File: src/rtl/if_defs.sv
// Shared fetch-unit definitions: FSM states, reset PC and the NMOS 6502 length decode.
package if_defs;

  typedef enum logic [2:0] {
    OP_REQ,
    OP_WAIT,
    LO_WAIT,
    HI_WAIT,
    PRESENT,
    HALT
  } if_state_e;

  localparam logic [15:0] IfResetPc = 16'h0100;

  // Decoded on the aaa/bbb/cc fields of the opcode; anything outside the documented set is illegal.
  function automatic logic op_is_illegal(input logic [7:0] op);
    logic [2:0] a;
    logic [2:0] b;
    logic       ill;
    a   = op[7:5];
    b   = op[4:2];
    ill = 1'b0;
    case (op[1:0])
      2'b01: ill = (op == 8'h89);
      2'b10: begin
        case (b)
          3'd0:    ill = (a != 3'd5);
          3'd4:    ill = 1'b1;
          3'd6:    ill = !(a inside {3'd4, 3'd5});
          3'd7:    ill = (a == 3'd4);
          default: ill = 1'b0;
        endcase
      end
      2'b00: begin
        case (b)
          3'd0:    ill = (a == 3'd4);
          3'd1:    ill = a inside {3'd0, 3'd2, 3'd3};
          3'd3:    ill = (a == 3'd0);
          3'd5:    ill = !(a inside {3'd4, 3'd5});
          3'd7:    ill = (a != 3'd5);
          default: ill = 1'b0;
        endcase
      end
      default: ill = 1'b1;
    endcase
    return ill;
  endfunction

  // Illegal opcodes report length 1 so they can be presented as single-byte instructions.
  function automatic logic [1:0] op_len(input logic [7:0] op);
    logic [2:0] a;
    logic [2:0] b;
    logic [1:0] len;
    a   = op[7:5];
    b   = op[4:2];
    len = 2'd1;
    if (!op_is_illegal(op)) begin
      case (op[1:0])
        2'b01: len = (b inside {3'd3, 3'd6, 3'd7}) ? 2'd3 : 2'd2;
        2'b10: begin
          case (b)
            3'd0, 3'd1, 3'd5: len = 2'd2;
            3'd2, 3'd6:       len = 2'd1;
            default:          len = 2'd3;
          endcase
        end
        default: begin
          case (b)
            3'd0:       len = (op == 8'h20) ? 2'd3 : ((a >= 3'd5) ? 2'd2 : 2'd1);
            3'd2, 3'd6: len = 2'd1;
            3'd3, 3'd7: len = 2'd3;
            default:    len = 2'd2;
          endcase
        end
      endcase
    end
    return len;
  endfunction

endpackage

File: src/rtl/if_len_decode.sv
// Combinational opcode length / legality decoder.
module if_len_decode
  import if_defs::*;
(
  input  logic [7:0] i_opcode,
  output logic [1:0] o_len,
  output logic       o_illegal
);

  assign o_len     = op_len(i_opcode);
  assign o_illegal = op_is_illegal(i_opcode);

endmodule

File: src/rtl/if_fetch_unit.sv
// Byte-serial 6502 instruction fetch: reads opcode and operands, presents them with a handshake.
// Define IF_ILLEGAL_TRAP_EN to halt fetch on undocumented opcodes instead of presenting them.
module if_fetch_unit
  import if_defs::*;
#(
  parameter logic [15:0] RESET_PC = IfResetPc
) (
  input  logic        clk,
  input  logic        rst,
  output logic [15:0] mem_addr,
  output logic        mem_rd_en,
  input  logic [7:0]  mem_rd_data,
  output logic        instr_valid,
  input  logic        instr_ready,
  output logic [7:0]  instr_opcode,
  output logic [7:0]  instr_op_lo,
  output logic [7:0]  instr_op_hi,
  output logic [1:0]  instr_len,
  output logic [15:0] instr_pc,
  input  logic        redirect_en,
  input  logic [15:0] redirect_pc,
  output logic        if_halt
);

  if_state_e   r_state, w_state_d;
  logic [15:0] r_pc, w_pc_d;
  logic [7:0]  r_opcode, w_opcode_d;
  logic [7:0]  r_op_lo, w_op_lo_d;
  logic [7:0]  r_op_hi, w_op_hi_d;
  logic [1:0]  r_len, w_len_d;
  logic        r_rst_q;
  logic        w_rd_en;
  logic [15:0] w_rd_addr;
  logic [1:0]  w_dec_len;
  logic        w_dec_illegal;
  logic        w_trap;
  logic        w_quiet;

  if_len_decode u_len_decode (
    .i_opcode  (mem_rd_data),
    .o_len     (w_dec_len),
    .o_illegal (w_dec_illegal)
  );

`ifdef IF_ILLEGAL_TRAP_EN
  assign w_trap = w_dec_illegal;
`else
  logic w_unused_illegal;
  assign w_unused_illegal = w_dec_illegal;
  assign w_trap           = 1'b0;
`endif

  always_comb begin
    w_state_d  = r_state;
    w_pc_d     = r_pc;
    w_opcode_d = r_opcode;
    w_op_lo_d  = r_op_lo;
    w_op_hi_d  = r_op_hi;
    w_len_d    = r_len;
    w_rd_en    = 1'b0;
    w_rd_addr  = 16'h0000;
    case (r_state)
      // The cycle right after reset is held quiet so every output reads zero once.
      OP_REQ: begin
        if (!r_rst_q) begin
          w_rd_en   = 1'b1;
          w_rd_addr = r_pc;
          w_state_d = OP_WAIT;
        end
      end
      OP_WAIT: begin
        w_opcode_d = mem_rd_data;
        w_op_lo_d  = 8'h00;
        w_op_hi_d  = 8'h00;
        w_len_d    = w_dec_len;
        if (w_trap) begin
          w_state_d = HALT;
        end else if (w_dec_len >= 2'd2) begin
          w_rd_en   = 1'b1;
          w_rd_addr = r_pc + 16'd1;
          w_state_d = LO_WAIT;
        end else begin
          w_state_d = PRESENT;
        end
      end
      LO_WAIT: begin
        w_op_lo_d = mem_rd_data;
        if (r_len == 2'd3) begin
          w_rd_en   = 1'b1;
          w_rd_addr = r_pc + 16'd2;
          w_state_d = HI_WAIT;
        end else begin
          w_state_d = PRESENT;
        end
      end
      HI_WAIT: begin
        w_op_hi_d = mem_rd_data;
        w_state_d = PRESENT;
      end
      PRESENT: begin
        if (instr_ready) begin
          w_pc_d    = r_pc + {14'd0, r_len};
          w_state_d = OP_REQ;
        end
      end
      HALT: begin
        w_state_d = HALT;
      end
      default: begin
        w_state_d = OP_REQ;
      end
    endcase
    // A redirect overrides everything, including a coincident handshake; returning data is dropped.
    if (redirect_en) begin
      w_pc_d    = redirect_pc;
      w_state_d = OP_REQ;
    end
  end

  always_ff @(posedge clk) begin
    if (rst) begin
      r_state  <= OP_REQ;
      r_pc     <= RESET_PC;
      r_opcode <= 8'h00;
      r_op_lo  <= 8'h00;
      r_op_hi  <= 8'h00;
      r_len    <= 2'd0;
      r_rst_q  <= 1'b1;
    end else begin
      r_state  <= w_state_d;
      r_pc     <= w_pc_d;
      r_opcode <= w_opcode_d;
      r_op_lo  <= w_op_lo_d;
      r_op_hi  <= w_op_hi_d;
      r_len    <= w_len_d;
      r_rst_q  <= 1'b0;
    end
  end

  assign w_quiet      = rst | r_rst_q;
  assign mem_rd_en    = w_rd_en & ~w_quiet;
  assign mem_addr     = w_quiet ? 16'h0000 : w_rd_addr;
  assign instr_valid  = (r_state == PRESENT) & ~w_quiet;
  assign instr_opcode = w_quiet ? 8'h00 : r_opcode;
  assign instr_op_lo  = w_quiet ? 8'h00 : r_op_lo;
  assign instr_op_hi  = w_quiet ? 8'h00 : r_op_hi;
  assign instr_len    = w_quiet ? 2'd0 : r_len;
  assign instr_pc     = w_quiet ? 16'h0000 : r_pc;

`ifdef IF_ILLEGAL_TRAP_EN
  assign if_halt = (r_state == HALT) & ~w_quiet;
`else
  assign if_halt = 1'b0;
`endif

endmodule

File: config.mk
export PLATFORM = sky130hd
export DESIGN_NAME = if_fetch_unit
export DESIGN_NICKNAME = d
export VERILOG_FILES = /design/src/rtl/if_defs.sv /design/src/rtl/if_len_decode.sv /design/src/rtl/if_fetch_unit.sv
export SDC_FILE = /design/constraint.sdc
export NUM_CORES = 1
export LEC_CHECK = 0
export CAP_MARGIN = 20
export CELL_PAD_IN_SITES_DETAIL_PLACEMENT = 0
export CELL_PAD_IN_SITES_GLOBAL_PLACEMENT = 1
export CORE_MARGIN = 4
export CORE_UTILIZATION = 35
export DETAILED_ROUTE_END_ITERATION = 12
export GPL_ROUTABILITY_DRIVEN = 0
export HOLD_SLACK_MARGIN = 0.02
export MAX_ROUTING_LAYER = met4
export PLACE_DENSITY_LB_ADDON = 0.15
export SLEW_MARGIN = 20
export SYNTH_ARGS = -nofsm -noshare
export SYNTH_HDL_FRONTEND = slang
export SYNTH_SLANG_ARGS = --single-unit
File: constraint.sdc
create_clock -name clk -period 3.8 [get_ports clk]
set_clock_uncertainty 0.15 [all_clocks]
set_input_delay 0.95 -clock clk [delete_from_list [all_inputs] [get_ports clk]]
set_output_delay 0.95 -clock clk [all_outputs]
set_load 0.005 [all_outputs]
* Word level (Yosys, flattened, before mapping)
Cells that the tools add are included.
** Storage, ports and cells
- Output and inout bits :: 61
- Word-level logic and storage cells :: 93
- Register bits :: 46
- Bits of input ports :: 28
** Operators by class
- Order comparisons :: 2
- Bitwise operators :: 4
- Mux-type cells :: 35
- Add/subtract/negate cells :: 3
- Equality and inequality tests :: 24
- Reduce and logical (&&, ||, !) cells :: 18
** Operator list (count)
- 2-to-1 mux 16 bit :: 8
- case mux 16 bit (3 select lines) :: 1
- case mux 8 bit (2 select lines) :: 2
- equality test 3 bit, second input constant :: 8
- 2-to-1 mux 8 bit :: 3
- equality test 3 x 2 -> 1 bit, second input constant :: 6
- case mux 3 bit (6 select lines) :: 1
- adder 16 x 1 -> 16 bit, second input constant :: 1
- adder 16 x 2 -> 16 bit :: 1
- adder 16 x 2 -> 16 bit, second input constant :: 1
- 2-to-1 mux 3 bit :: 4
- nonzero test 2 bit :: 5
- zero test 3 bit :: 3
- equality test 8 x 6 -> 1 bit, second input constant :: 1
- equality test 8 bit, second input constant :: 1
- 2-to-1 mux 2 bit :: 4
- case mux 2 bit (2 select lines) :: 2
- equality test 3 x 1 -> 1 bit, second input constant :: 2
- case mux 1 bit (3 select lines) :: 2
- case mux 2 bit (3 select lines) :: 1
- nonzero test 3 bit :: 2
- OR reduction 2 bit :: 3
- 2-to-1 mux 1 bit :: 5
- case mux 1 bit (5 select lines) :: 1
- other kinds (14) :: 18

* Depth between registers and ports, before layout
Gate-level depths: netlist of run 1.
- Depth after elaboration :: 10
- Gate-level depth with buffers :: 9

* Hierarchy
From an unflattened synthesis of run 1, not the netlist that was laid out.
** Second synthesis, totals
- Cells, all modules :: 487
- Area total of the unflattened synthesis :: 3542.1 µm²
** Modules (own cells, without submodules)
- if_fetch_unit :: sequential area each 920.9 µm², area an instance 3271.9 µm², times used 1, cells each 447
- if_len_decode :: sequential area each 0.0 µm², area an instance 270.3 µm², times used 1, cells each 40

* Least setup slack after synthesis of run 1
OpenSTA, ideal clock, no wires.
- Kind :: input to output
- From :: input port mem_rd_data[4]
- To :: output port mem_addr[10]
- Stages on the path :: 8
- Path buffers :: 2
- Setup slack :: 0.157 ns
- Data arrival time :: 2.543 ns
- Path through :: buf_2 o2bb2ai_1 a221oi_2 o32ai_1 a2111oi_4 nand4_4 buf_6 o22ai_2
** On the way
- Cells in the longest elaborated chain, start to end :: 9
- Elaborated cells on any way between the ends :: 27
- Classes of those cells :: 1 x order compare; 9 x eq/ne; 12 x mux; 5 x reduce/logical
** RTL lines
- start: declaration :: RTL line if_fetch_unit.sv:12 : input logic [7:0] mem_rd_data,
- equality test 8 x 6 -> 1 bit (tied with other cells) :: RTL line if_defs.sv:69 : 3'd0: len = (op == 8'h20) ? 2'd3 : ((a >= 3'd5) ? 2'd2 : 2'd1);
- 2-to-1 mux 2 bit (tied with other cells) :: RTL line if_defs.sv:69
- case mux 2 bit (3 select lines) (tied with other cells) :: RTL line if_defs.sv:68 : case (b)
- case mux 2 bit (2 select lines) :: RTL line if_defs.sv:58 : case (op[1:0])
- 2-to-1 mux 2 bit * :: RTL line if_defs.sv:57 : if (!op_is_illegal(op)) begin
- >= comparator 2 bit * :: RTL line if_fetch_unit.sv:78 : end else if (w_dec_len >= 2'd2) begin
- 2-to-1 mux 16 bit * :: RTL line if_fetch_unit.sv:78
- case mux 16 bit (3 select lines) * :: RTL line if_fetch_unit.sv:62 : case (r_state)
- 2-to-1 mux 16 bit * :: RTL line if_fetch_unit.sv:142 : assign mem_addr = w_quiet ? 16'h0000 : w_rd_addr;
- end: declaration :: RTL line if_fetch_unit.sv:10 : output logic [15:0] mem_addr,
Every way passes the cells marked *; elsewhere a longest branch is shown, timed or not.

* Final worst setup path of run 1
- From :: input port mem_rd_data[6]
- To :: output port mem_addr[11]
** On the way
- Cells in the longest elaborated chain, start to end :: 10
- Elaborated cells on any way between the ends :: 24
- Classes of those cells :: 2 x order compare; 7 x eq/ne; 11 x mux; 4 x reduce/logical
** RTL lines (RTL line)
- >= comparator 3 bit (tied with other cells) :: if_defs.sv:69
- 2-to-1 mux 2 bit or nonzero test 2 bit (tied branches) :: if_defs.sv:69, if_defs.sv:29, if_defs.sv:39
- 2-to-1 mux 2 bit or zero test 1 bit (tied branches) :: if_defs.sv:69, if_defs.sv:29, if_defs.sv:39
- case mux 2 bit (3 select lines) (tied with other cells) :: if_defs.sv:68
- case mux 2 bit (2 select lines) or case mux 1 bit (3 select lines) (tied branches) :: if_defs.sv:58, if_defs.sv:23
- 2-to-1 mux 2 bit * :: if_defs.sv:57
- >= comparator 2 bit * :: if_fetch_unit.sv:78
- 2-to-1 mux 16 bit * :: if_fetch_unit.sv:78
- case mux 16 bit (3 select lines) * :: if_fetch_unit.sv:62
- 2-to-1 mux 16 bit * :: if_fetch_unit.sv:142
Marks and branches as above.

==> out/metrics.csv, run 1 <==
metric,value,unit
status,"finished, violations left",
failing checks,negative setup slack,
"Seq/Total Area, Yosys",0.257,
Peak Freq,253,MHz
IO Pins,89,
hold_buf cts,0,
first-pass GRT wire length,18600,µm
Buf/Inv on CP,5,
Pre-antenna DRT Iters,4,
ant diodes,0,
gr usage total,0.200,
vias in the first global route,3719,
Core Region,9860,µm²
Die ar.,11900,µm²
Longest Clk Path Bufs,2,
PwrDens,231,nW/µm²
pin count of the biggest net entering global routing,35,
Synth cell types,57,
Vias,3855,
ys flop type,dfxtp_1,
synth warn,0,
row count,36,
CP arrival,2.85,ns
share of layout cells above drive strength 1,0.228,
Worst Hold Class,reg2reg,
CP Cell Sequence,buf_8 -> nand2b_4 -> a221oi_4 -> o32ai_2 -> a2111oi_4 -> buf_4 -> nand4_4 -> buf_6 -> buf_6 -> o22ai_2 -> buf_2,
Synth Area per Inst,7.08,µm²
post-DP HPWL,8390,µm
Layout area overhead,42.3,%
post-DR wirelength/cell,15.4,µm
Final #Nets,654,
Crit. End Element,primary output,
CTS H-tree lvls,2,
Critical Path RT,2.70,ns
CP startpoint kind,input port,
detailed-route DRC error count,0,
Crit Path Max Fanout,7,
Synth top area share,0.257,
final period utilization,1.04,
Die H,109,µm
final instance area,5100,µm²
Syn Std Cell Area,3580,µm²
post-route ant nets,0,
Die X,109,µm
Lkg Pwr,1.94,nW
CP max-delay cell,a2111oi_4,
Post-Syn Nets,543,
Initial Util,0.363,
Placed Cells,726,
initial antenna violation count,0,
grt total ovfl,0,
clock transition at the registers of the reported paths,0.09,ns
most frequent cells in the layout,"clkdlybuf4s50_1 (61), nor2_1 (60), a21oi_1 (56)",
ys async rst share,0,
final cell count without fillers,751,
"EDFF count, synth",0,
clock sink count,46,
leading area contributor after synthesis,dfxtp_1,
DR iter-0 viols,200,
Routed WL,11500,µm
post-layout minimum cycle time,3.95,ns
crit-path max cell delay,0.32,ns
clk_lat worst skew,0.31,ns
CTS tree,yes,
family with the most delay on the worst path,compound AO/OA/AOI/OAI gates,
synth top area cells,"dfxtp_1 (26%), a21oi_1 (8.0%), and2_1 (7.0%)",
worst setup margin,-0.152,ns
Crit Path Category,in2out,
I/O Buffers,87,
CTS buffer count,5,
Peak VDD IR,0.139,mV
CTS root buffer,clkbuf_8,
Post-Synthesis Cells,506,
Vias/cell,5.13,
Seq cells post-synth,46,
"Hold Vio Cnt, Final",0,
RSZ-0062 raised after global routing,true,
final setup vio count,16,
max-slew violation count,0,
dpl cell area,4770,µm²
most frequent cell on the critical path,buf_6,
max_cap viols,0,
"commonest non-fill, non-tap cell in the layout",clkdlybuf4s50_1,
repair_timing:
item | in CTS | in global routing
gates resized for setup | 132 | 15
pin swaps | 15 | 7
setup buffers | 14 | 5
setup endpoints to repair | 17 | 17
cloned | 0 | 0
routing by layer:
metal  wire (µm)  part of all wire  vias up  track usage
li1            -                 -     1948            -
met1        5440              0.47     1770        0.270
met2        5270              0.46      126        0.317
met3         687             0.060       11       0.0278
met4         127             0.011        0       0.0433
met5           0                 0        -            -
worst reg2reg max path: stages (launching register included):
cell and delay [ns]:
dfxtp_1 0.56, ha_1 0.24, inv_1 0.06, fa_1 0.42
nand3b_1 0.34, or3_1 0.40, a311oi_1 0.27
stage by stage:
step | setup TNS, ns | hold slack (ns) | utilization | setup slack (ns) | power, W
6_report | -1.20 | 0.303 | 0.517 | -0.152 | 0.00118
2_1_floorplan | 0 | 0.277 | - | 0.157 | 0.000665
5_1_grt | -3.26 | 0.326 | 0.517 | -0.263 | 0.00123
4_1_cts | -1.83 | 0.305 | 0.510 | -0.193 | 0.00118
3_5_place_dp | -16.30 | 0.292 | 0.484 | -1.01 | 0.000787
3_3_place_gp | -15.70 | 0.286 | 0.484 | -0.964 | 0.000784
Yosys cell counts, types with 5 or more instances:
library cell,number
nor2_1,61
a21oi_1,57
nand2_1,52
dfxtp_1,46
and2_1,40
clkbuf_1,28
o21ai_0,24
nand3_1,21
xor2_1,13
buf_2,12
inv_1,12
nor2b_1,12
nor3_1,12
xnor2_1,11
o22ai_2,10
ha_1,8
a211oi_1,6
buf_1,6
and3_1,5
nand2b_1,5
nand4_1,5
where the power goes:
part,internal (W),switching (W)
registers,0.000498,0.0000266
logic,0.000135,0.000139
clock network,0.000196,0.000182
layout make-up:
type	count	area (µm²)
clock buffer	5	68.8
clock inverter	3	45.0
fill	995	4770
inverter	13	48.8
multi-input combinational	398	2530
sequential	46	921
tap	133	166
timing repair buffer	153	1320
sequential cells by signal, indices dropped and copies added (netlist names):
signal	flops
r_opcode	8
r_state	3
r_len	2
r_op_hi	8
r_op_lo	8
r_rst_q	1
r_pc	16
cell families after synthesis:
family	share of synthesized area
other	0.00105
muxes	0.0115
DFF	0.257
buffers and inverters	0.0734
AOI/OAI and AO/OA	0.232
adders and majority gates	0.0335
and+or+nand+nor	0.333
xor gates and xnor gates	0.0587
path summary, 6_finish.rpt:
path,from,to,slack (ns),cells past startpoint
min reg2reg,r_opcode[3],r_opcode[3],0.30,2
max,mem_rd_data[6],mem_addr[11],-0.15,11
max reg2reg,r_pc[0],r_pc[14],1.28,6
min,r_opcode[3],r_opcode[3],0.30,2
No activity file was read; power rests on OpenSTA's default activity.
==> run 2, diff against run 1 <==
ABC_AREA = 1   (was not set)
CORE_MARGIN = not set   (was 4)
CORE_UTILIZATION = 34   (was 35)
==> out/metrics.csv, run 2 <==
metric,value,unit,change
Synth Area in XOR/XNOR,0.0616,,+0.00292
Hold Path Stages,2,,unchanged
CP max-delay cell,clkdlybuf4s15_1,,
initial antenna violation count,0,,unchanged
pre-CTS setup slack,-0.628,ns,+0.383 ns
crit-path max cell delay,0.26,ns,-0.06 ns
mux cell area share after synthesis,0,,-0.0115
Crit. End Element,primary output,,
share of layout cells above drive strength 1,0.182,,-0.0458
Logic pwr share,0.253,,+0.020
Post-Syn Nets,613,,+13%
Slew HR,0.396,,
post-DR wirelength/cell,13.9,µm,-9.2%
max_cap viols,0,,unchanged
largest family of logic cells by synthesized area,simple AND/OR/NAND/NOR gates,,
Synth Area per Inst,6.17,µm²,-13%
Die X,104,µm,-4.5%
Core Region,9950,µm²,+0.91%
most instantiated library cell after synthesis,nand2_1,,
Slew @ Worst Pin,0.898,ns,
Reg with most FFs,r_pc,,
I/O Buffers,87,,unchanged
Initial Util,0.357,,-0.00605
clock network fraction of total power,0.288,,-0.033
DR iter-0 viols,124,,-38%
Die ar.,10900,µm²,-8.8%
Peak VDD IR,0.115,mV,-17%
vias in the first global route,3983,,+7.1%
CP arrival,2.59,ns,-0.26 ns
Pre-antenna DRT Iters,4,,unchanged
max reg flops,16,,unchanged
Reg2Reg Depth,10,,+4
ant diodes,0,,unchanged
CP startpoint kind,input port,,
hold worst-path end,r_opcode[0],,
most frequent cells in the layout,"nand2_1 (110), nor2_1 (89), inv_1 (76)",,
Peak Freq,271,MHz,+7.2%
reg-to-reg startpoint,r_pc[0],,
worst setup margin,0.114,ns,+0.266 ns
synth top area cells,"dfxtp_1 (26%), nand2_1 (12%), nor2_1 (9.8%)",,
hold_buf cts,0,,unchanged
"commonest non-fill, non-tap cell in the layout",nand2_1,,
Worst Hold Class,reg2reg,,
clock sink count,46,,unchanged
Crit Path Category,in2out,,
ys flop type,dfxtp_1,,
final setup vio count,0,,-16
leading area contributor after synthesis,dfxtp_1,,
Post-Synthesis Cells,576,,+14%
Vias,4074,,+5.7%
Critical Path RT,2.70,ns,about the same
Vias/cell,4.94,,-3.7%
grt total ovfl,0,,unchanged
internal power,0.000761,W,-8.2%
post-route ant nets,0,,unchanged
r2r setup slk,1.37,ns,+0.09 ns
post-DP HPWL,8740,µm,+4.2%
"EDFF count, synth",0,,unchanged
post-layout minimum cycle time,3.69,ns,-0.266 ns
CP Cell Sequence,clkdlybuf4s15_1 -> nor2_4 -> nor2_1 -> nor2_2 -> nand2_1 -> nand3_2 -> nand2_2 -> buf_4 -> buf_4 -> nand3_4 -> nand3_1 -> nand2_1 -> inv_1 -> dlygate4sd2_1,,
row count,36,,unchanged
Seq cells post-synth,46,,unchanged
Routed WL,11500,µm,-0.42%
CTS root buffer,clkbuf_8,,
Syn Std Cell Area,3550,µm²,-0.77%
P_sw,0.000379,W,+8.7%
final period utilization,0.970,,-0.0701
clock transition at the registers of the reported paths,0.09,ns,about the same
Die H,104,µm,-4.5%
synth warn,0,,unchanged
pin count of the biggest net entering global routing,33,,-5.7%
PwrDens,231,nW/µm²,about the same
Longest Clk Path Bufs,2,,unchanged
final cell count without fillers,824,,+9.7%
gr usage total,0.222,,+0.0221
Lkg Pwr,1.95,nW,+0.22%
status,finished clean,,
clk_lat worst skew,0.31,ns,about the same
Adder-Cell Fraction of Synth Area,0.0338,,+0.000260
CTS tree,yes,,
Crit Path Max Fanout,4,,-3
"Hold Vio Cnt, Final",0,,unchanged
detailed-route DRC error count,0,,unchanged
ys async rst share,0,,unchanged
Tot Pwr,0.00114,W,-3.2%
post-synthesis compound-gate area fraction,0.200,,-0.0317
"Seq/Total Area, Yosys",0.259,,+0.00199
sequential power share,0.459,,+0.013
Layout area overhead,38.8,%,
Synth cell types,41,,-28%
max-slew violation count,0,,unchanged
hold_sp,r_opcode[0],,
RR Endpoint,r_pc[12],,
CTS buffer count,5,,unchanged
first-pass GRT wire length,19200,µm,+2.9%
CTS H-tree lvls,2,,unchanged
IO Pins,89,,unchanged
Switching Share,0.332,,+0.0364
leading cell types by count after synthesis,"nand2_1 (112), nor2_1 (93), inv_1 (79)",,
post-synthesis simple-gate area fraction,0.319,,-0.0136
Placed Cells,807,,+11%
Final #Nets,727,,+11%
Synth top area share,0.259,,+0.00199
[run 2: cell count changes after synthesis, sizes merged, moves of 12 or more]
cell / change
nand2: +74
inv: +72
and2: -39
nor2: +35
clkbuf: -15
o21ai: +15
nor2b: -12
xor2: +12
[run 2: worst max-delay path by stage]
stage                               from            to  slack (ns)  depth (start not counted)
after floorplan           mem_rd_data[0]  mem_addr[14]        0.53                         10
after global placement    mem_rd_data[1]   mem_addr[1]       -0.57                         12
after detailed placement  mem_rd_data[1]   mem_addr[3]       -0.63                         12
after CTS                 mem_rd_data[4]   mem_addr[3]       0.004                         15
after global routing      mem_rd_data[3]   mem_addr[3]      -0.006                         16
final                     mem_rd_data[5]     mem_rd_en        0.11                         14
[run 2: through the flow]
stage / instance area, µm² / setup TNS, ns / util / hold WS (ns)
after global placement: 4740 / -9.31 / 0.477 / 0.296
after global routing: 4930 / -0.00683 / 0.495 / 0.348
after CTS: 4910 / 0 / 0.493 / 0.309
final: 4930 / 0 / 0.495 / 0.307
after floorplan: 3550 / 0 / - / 0.279
after detailed placement: 4740 / -10.27 / 0.477 / 0.294
[run 2: area by class of cell]
type | count | area (µm²)
sequential | 46 | 921
clock inverter | 3 | 25.0
fill | 1064 | 5020
tap | 133 | 166
timing repair buffer | 131 | 1170
clock buffer | 5 | 68.8
inverter | 86 | 323
multi-input combinational | 420 | 2260
[run 2: power by group through the flow]
| stage | sequential (W) | clock [W] | combinational (W) |
|---|---|---|---|
| global route | 0.000527 | 0.000352 | 0.000319 |
| finish | 0.000524 | 0.000329 | 0.000288 |
| global placement | 0.000534 | 0 | 0.000271 |
| detailed placement | 0.000535 | 0 | 0.000272 |
| CTS | 0.000523 | 0.000343 | 0.000286 |
| floorplan | 0.000527 | 0 | 0.000155 |
[run 2: critical path, delay by kind of cell]
family / cells / cell delay, ns
and+or+nand+nor: 9 / 0.82
buffers and inverters: 5 / 0.81
[run 2: what timing repair did]
action,in CTS,in global routing
cloned,1,0
buffers inserted,8,0
pin swaps,12,4
resized for setup,81,17
endpoints found under the hold margin,0,0
setup endpoints to repair,17,17
[run 2: logic make-up (layout without fill, tap and decap cells)]
kind of cell	Yosys count	in the layout
AO/OA/AOI/OAI	123	123
XOR/XNOR	25	25
adder cells (fa/ha/maj)	9	9
buffers and inverters	110	225
flip-flops	46	46
other	1	1
AND/OR/NAND/NOR	262	262
[run 2: per-layer routing]
layer / vias up / part of all wire / track usage
li1: 2058 / - / -
met1: 1889 / 0.43 / 0.247
met2: 105 / 0.51 / 0.404
met3: 22 / 0.043 / 0.0294
met4: 0 / 0.019 / 0.0755
met5: - / 0 / -
